[config.mk]
export PLATFORM = sky130hd
export DESIGN_NAME = sum_pipe
export DESIGN_NICKNAME = d
export VERILOG_FILES = /design/src/rtl/sum_pkg.sv /design/src/rtl/sum_stage.sv /design/src/rtl/sum_pipe.sv
export SDC_FILE = /design/constraint.sdc
export NUM_CORES = 1
export LEC_CHECK = 0
export BUFFER_PORTS_ARGS = -buffer_cell sky130_fd_sc_hd__buf_2
export CAP_MARGIN = 20
export CORE_ASPECT_RATIO = 1.1
export CORE_MARGIN = 2
export CORE_UTILIZATION = 45
export DETAILED_ROUTE_END_ITERATION = 6
export GPL_TIMING_DRIVEN = 1
export PLACE_DENSITY = 0.67
export REMOVE_ABC_BUFFERS = 1
export SLEW_MARGIN = 20
export SYNTH_ARGS = -nofsm -noshare
export SYNTH_HDL_FRONTEND = slang
export SYNTH_HIERARCHICAL = 1
export SYNTH_SLANG_ARGS = --single-unit
[constraint.sdc]
create_clock -name clk -period 7.6 [get_ports clk]
set_clock_uncertainty 0.2 [all_clocks]
set_input_delay 1.52 -clock clk [delete_from_list [all_inputs] [get_ports clk]]
set_output_delay 1.52 -clock clk [all_outputs]
set_load 0.02 [all_outputs]
[src/rtl/sum_pkg.sv]
// Shared definitions for the sum_pipe adder pipeline: operation modes and
// the legal parameter ranges.
package sum_pkg;

  typedef enum logic [1:0] {
    WRAP = 2'd0,
    SAT  = 2'd1,
    ACC  = 2'd2
  } mode_e;

  localparam int WIDTH_MIN = 2;
  localparam int WIDTH_MAX = 64;
  localparam int DEPTH_MIN = 1;
  localparam int DEPTH_MAX = 4;

endpackage

[src/rtl/sum_stage.sv]
// One valid/ready register slice carrying a result word and its overflow flag.
// The slice loads whenever it is empty or its consumer is taking the current beat.
module sum_stage
  import sum_pkg::*;
#(
  parameter int WIDTH = 8
) (
  input  logic             clk,
  input  logic             aresetn,
  input  logic             in_valid,
  input  logic [WIDTH-1:0] in_c,
  input  logic             in_ovf,
  output logic             out_valid,
  output logic [WIDTH-1:0] out_c,
  output logic             out_ovf,
  input  logic             out_ready
);

  logic             valid_q, valid_d;
  logic [WIDTH-1:0] c_q, c_d;
  logic             ovf_q, ovf_d;

  always_comb begin
    valid_d = valid_q;
    c_d     = c_q;
    ovf_d   = ovf_q;
    if (!valid_q || out_ready) begin
      valid_d = in_valid;
      // Payload only moves with a real beat so a stalled output never changes.
      if (in_valid) begin
        c_d   = in_c;
        ovf_d = in_ovf;
      end
    end
  end

  always_ff @(posedge clk) begin
    if (!aresetn) begin
      valid_q <= 1'b0;
      c_q     <= '0;
      ovf_q   <= 1'b0;
    end else begin
      valid_q <= valid_d;
      c_q     <= c_d;
      ovf_q   <= ovf_d;
    end
  end

  assign out_valid = valid_q;
  assign out_c     = c_q;
  assign out_ovf   = ovf_q;

endmodule

[src/rtl/sum_pipe.sv]
// Wrapping / saturating / accumulating adder whose result is computed on input
// accept and then carried through DEPTH valid/ready register slices.
module sum_pipe
  import sum_pkg::*;
#(
  parameter int WIDTH = 8,
  parameter int DEPTH = 2
) (
  input  logic             clk,
  input  logic             aresetn,
  input  logic [1:0]       mode,
  input  logic             clr,
  input  logic [WIDTH-1:0] a,
  input  logic [WIDTH-1:0] b,
  input  logic             in_valid,
  output logic             in_ready,
  output logic [WIDTH-1:0] c,
  output logic             ovf,
  output logic             out_valid,
  input  logic             out_ready
);

  logic [DEPTH:0]   stage_valid;
  logic [DEPTH:0]   stage_ovf;
  logic [WIDTH-1:0] stage_c [DEPTH+1];
  logic [DEPTH:0]   down_ready;

  logic [WIDTH-1:0] acc_q, acc_d;
  logic [WIDTH+1:0] base_ext;
  logic [WIDTH+1:0] sum_ext;
  logic [WIDTH-1:0] res_c;
  logic             res_ovf;
  logic             accept;

  assign accept = in_valid && in_ready;

  always_comb begin
    base_ext = '0;
    // A clear arriving with an ACC beat means that beat starts from zero.
    if (mode == ACC && !clr) begin
      base_ext = {2'b00, acc_q};
    end
    sum_ext = base_ext + {2'b00, a} + {2'b00, b};
    res_c   = sum_ext[WIDTH-1:0];
    res_ovf = sum_ext[WIDTH];
    case (mode)
      SAT: begin
        if (sum_ext[WIDTH]) begin
          res_c = '1;
        end
      end
      ACC:     res_ovf = |sum_ext[WIDTH+1:WIDTH];
      default: ;
    endcase

    acc_d = acc_q;
    if (accept && mode == ACC) begin
      acc_d = res_c;
    end else if (clr) begin
      acc_d = '0;
    end
  end

  always_ff @(posedge clk) begin
    if (!aresetn) begin
      acc_q <= '0;
    end else begin
      acc_q <= acc_d;
    end
  end

  // Ready of slice i is derived from the registered valids downstream of it,
  // which keeps the ready chain free of loops through the slice instances.
  always_comb begin
    down_ready        = '0;
    down_ready[DEPTH] = out_ready;
    for (int i = DEPTH - 1; i >= 0; i--) begin
      down_ready[i] = !stage_valid[i+1] || down_ready[i+1];
    end
  end

  assign stage_valid[0] = in_valid;
  assign stage_c[0]     = res_c;
  assign stage_ovf[0]   = res_ovf;
  assign in_ready       = down_ready[0] && aresetn;

  generate
    for (genvar gi = 0; gi < DEPTH; gi++) begin : g_stage
      sum_stage #(
        .WIDTH(WIDTH)
      ) u_stage (
        .clk      (clk),
        .aresetn  (aresetn),
        .in_valid (stage_valid[gi]),
        .in_c     (stage_c[gi]),
        .in_ovf   (stage_ovf[gi]),
        .out_valid(stage_valid[gi+1]),
        .out_c    (stage_c[gi+1]),
        .out_ovf  (stage_ovf[gi+1]),
        .out_ready(down_ready[gi+1])
      );
    end
  endgenerate

  assign out_valid = stage_valid[DEPTH];
  assign c         = stage_c[DEPTH];
  assign ovf       = stage_ovf[DEPTH];

endmodule

==> impl_results.md <==
- Status: finished clean
- Clock Tree Buf Depth: 2
- Number of antenna violations at the first check in global routing: 0
- CTS clk-pin slew, worst paths: 0.09 ns
- Final slew viol count: 0
- Leakage power: 0.988 nW
- Number of buffers inserted for hold repair after clock tree synthesis: 0
- Total I/O pin count: 34
- Proportion of layout cells with a drive suffix above 1: 18.8%
- DIE AREA: 0.00462 mm²
- Yosys warning count: 6
- Total core area: 0.00393 mm²
- Worst hold margin: 0.256 ns
- Inserted Clock Buffers: 3
- Filler Cell Count: 404
- Post-synthesis register bit count: 28
- Most frequently used flop master after synthesis: dfxtp_1
- Data arrival, critical path: 4.50 ns
- H-tree depth: 1
- # nets final: 270
- Portion of the post-synthesis area used by sequential elements: 30.5%
- Number of different library cells in the post-synthesis netlist: 36
- Final Hold Vio Count: 0
- Maximum vdd ir drop: 0.0602 mV
- Final ANT Viol Nets: 0
- Total congestion overflow: 0
- Number of remaining DRC errors: 0
- Cells after synthesis: 201
- Final core occ: 52.0%
- Layout Area Growth over Synthesis: 11.1%
- Final TNS setup: 0 ns
- MaxCap Viol Count: 0
- Number of endpoints failing setup at the final stage: 0
- Required time of the critical path: 7.54 ns
- Starting Density: 46.8%
- Cell chain of the critical path: buf_2 > nand2b_1 > nor2_1 > and2_1 > fa_1 > ha_1 > fa_1 > a21o_1 > a22o_1 > o211ai_1 > a21oi_1 > a211o_1 > nand2_1 > mux2i_1
- Count of buffer and inverter cells on the critical path: 1
- Mean instance size in the synthesized netlist: 9.16 µm²
- Biggest cell delay along the critical path: 0.42 ns
- Final HPWL from detailed placement: 2490 µm
- Floorplan die height: 71.1 µm
- Setup repair after global routing missed its margin: no
- Type of destination of the critical path: flip-flop
- Average wire per standard cell: 11.2 µm
- Ant. Diodes: 0
- Sort of element at the start of the critical path: input pin
- Most common cell type on the critical path: fa_1
- Die Span X: 65.0 µm
- Synthesized cell area: 0.00184 mm²
- Via count of the first global-routing pass: 1208
- Crit path max-delay family: adder cells
- Maximum clock frequency: 219 MHz
- Remaining max-slew budget at the tightest pin: 50.7%
- Path category of the worst min-delay check: flip-flop to flip-flop
- Port bufs: 33
- # rows: 24
- Wire length of the first global-routing pass: 5350 µm
- GP Congestion: 0.755
- Fraction of registers with async set or reset after synthesis: 0%
- Insertion delay of the later-clocked pin in the worst-skew pair: 0.27 ns
- # clock sinks: 28
- Power density cells: 160 mW/mm²
- EDFF count, synth: 0
- Number of setup buffers added after CTS: 0
- TritonCTS clock tree: done
- Number of gates resized after CTS: 0
- Via density per instance: 4.79
- Tightest Pin Transition: 0.739 ns
- Share of the clock period used by the worst path after layout: 60.0%
- Worst Setup Path Type: input pin to flip-flop
- DRC marker count from the first detailed-route iteration: 44
- Drt first pass iters: 4
- Critical path peak fanout: 8
- Largest net degree at the start of global routing: 48
- Detailed-route via count: 1347
- Overall Global Routing Usage: 14.5%
- Cell chosen for the clock root: clkbuf_8
- Final critical delay including setup and external delays: 4.56 ns
- Overall routed net length: 3150 µm
- Master of the slowest instance on the critical path: fa_1
==> where the power goes <==
group	switching [mW]	internal, mW	total [mW]
Clock	0.0426	0.0355	0.0781
Combinational	0.0493	0.0391	0.0885
Sequential	0.00458	0.157	0.161
==> worst paths after layout <==
path                                                          startpoint                                        to  slack (ns)  depth (start not counted)
worst max register to register                     acc_q[1]$_SDFFE_PN0P_   g_stage[0].u_stage/out_ovf$_SDFFE_PN0P_        4.67                         11
worst min-delay path            g_stage[1].u_stage/out_c[0]$_SDFFE_PN0P_  g_stage[1].u_stage/out_c[0]$_SDFFE_PN0P_        0.26                          2
worst min register to register  g_stage[1].u_stage/out_c[0]$_SDFFE_PN0P_  g_stage[1].u_stage/out_c[0]$_SDFFE_PN0P_        0.26                          2
worst max-delay path                                             mode[0]   g_stage[0].u_stage/out_ovf$_SDFFE_PN0P_        3.04                         14
==> worst min-delay path, stage by stage, from the launching register on <==
cell and delay [ns]:
dfxtp_1 0.32, nand2_1 0.05, mux2i_1 0.05
==> metrics by stage <==
step / area [µm²] / setup slack, ns / std cells / power [mW]
4_1_cts: 2040 / 3.05 / 281 / 0.333
2_1_floorplan: 1770 / 3.19 / 193 / 0.228
6_report: 2040 / 3.04 / 281 / 0.328
3_3_place_gp: 2000 / 2.83 / 278 / 0.253
3_5_place_dp: 2000 / 2.77 / 278 / 0.254
5_1_grt: 2040 / 2.90 / 281 / 0.350
==> layer usage <==
metal  GRT usage (%)  up-vias  routed length, µm
met5               0        -                  0
met4            4.96        0                  0
met3            1.43        0                108
met2            24.9       26               1500
met1            19.0      595               1540
li1                -      726                  -
==> state kept, by name, indices dropped and copies added (netlist names) <==
register,flops
g_stage.u_stage/out_valid,2
g_stage.u_stage/out_ovf,2
acc_q,8
g_stage.u_stage/out_c,16
==> logic make-up after synthesis <==
logic type	share of synthesized area, %
flip-flops	30.5
buffers and inverters	6.12
AND/OR/NAND/NOR	25.1
multiplexers	11.4
AO/OA/AOI/OAI	9.99
XOR/XNOR	2.38
adder cells (fa/ha/maj)	14.5
==> placed cells by master (no fill, tap or decap) <==
cell	instances
nand3_1	1
xnor2_1	2
nand2_1	48
buf_2	33
and3_1	1
xor2_1	3
clkbuf_8	3
nor2b_1	4
o21a_1	5
o21ai_1	1
and2_1	5
o221ai_1	1
and3b_1	4
ha_1	7
nor2b_4	2
fa_1	9
a211o_1	2
nand4bb_1	2
dfxtp_1	28
nor2_1	5
nor2b_2	2
or4bb_1	1
inv_1	12
a21bo_1	1
nand2b_1	2
or3_1	2
nor2_2	1
a22o_1	1
nand4b_4	1
a21oi_1	7
a21o_1	3
nand4b_1	3
o21a_2	1
mux2i_1	21
o211ai_1	2
o21ai_0	3
==> final cells by class <==
class,count,area [µm²],area share [%]
Multi-Input combinational cell,153,1170,57.1
Timing Repair Buffer,33,165,8.08
Clock buffer,3,41.3,2.02
Inverter,12,45.0,2.20
Tap cell,52,65.1,3.18
Sequential cell,28,561,27.4
==> Yosys cell counts (3+ instances only) <==
library cell / count / area share, %
inv_1: 12 / 2.4
dfxtp_1: 28 / 30
buf_4: 6 / 2.4
fa_1: 9 / 9.8
a21oi_1: 7 / 1.9
ha_1: 7 / 4.8
and2_1: 5 / 1.7
nor2_1: 5 / 1.0
and3b_1: 4 / 1.9
nor2b_1: 4 / 1.4
xor2_1: 3 / 1.4
nand2_1: 48 / 9.8
a21o_1: 3 / 1.2
nand4b_1: 3 / 1.4
o21ai_0: 3 / 0.82
o21a_1: 5 / 2.0
mux2i_1: 21 / 11
No activity file was read; power rests on OpenSTA's default activity.
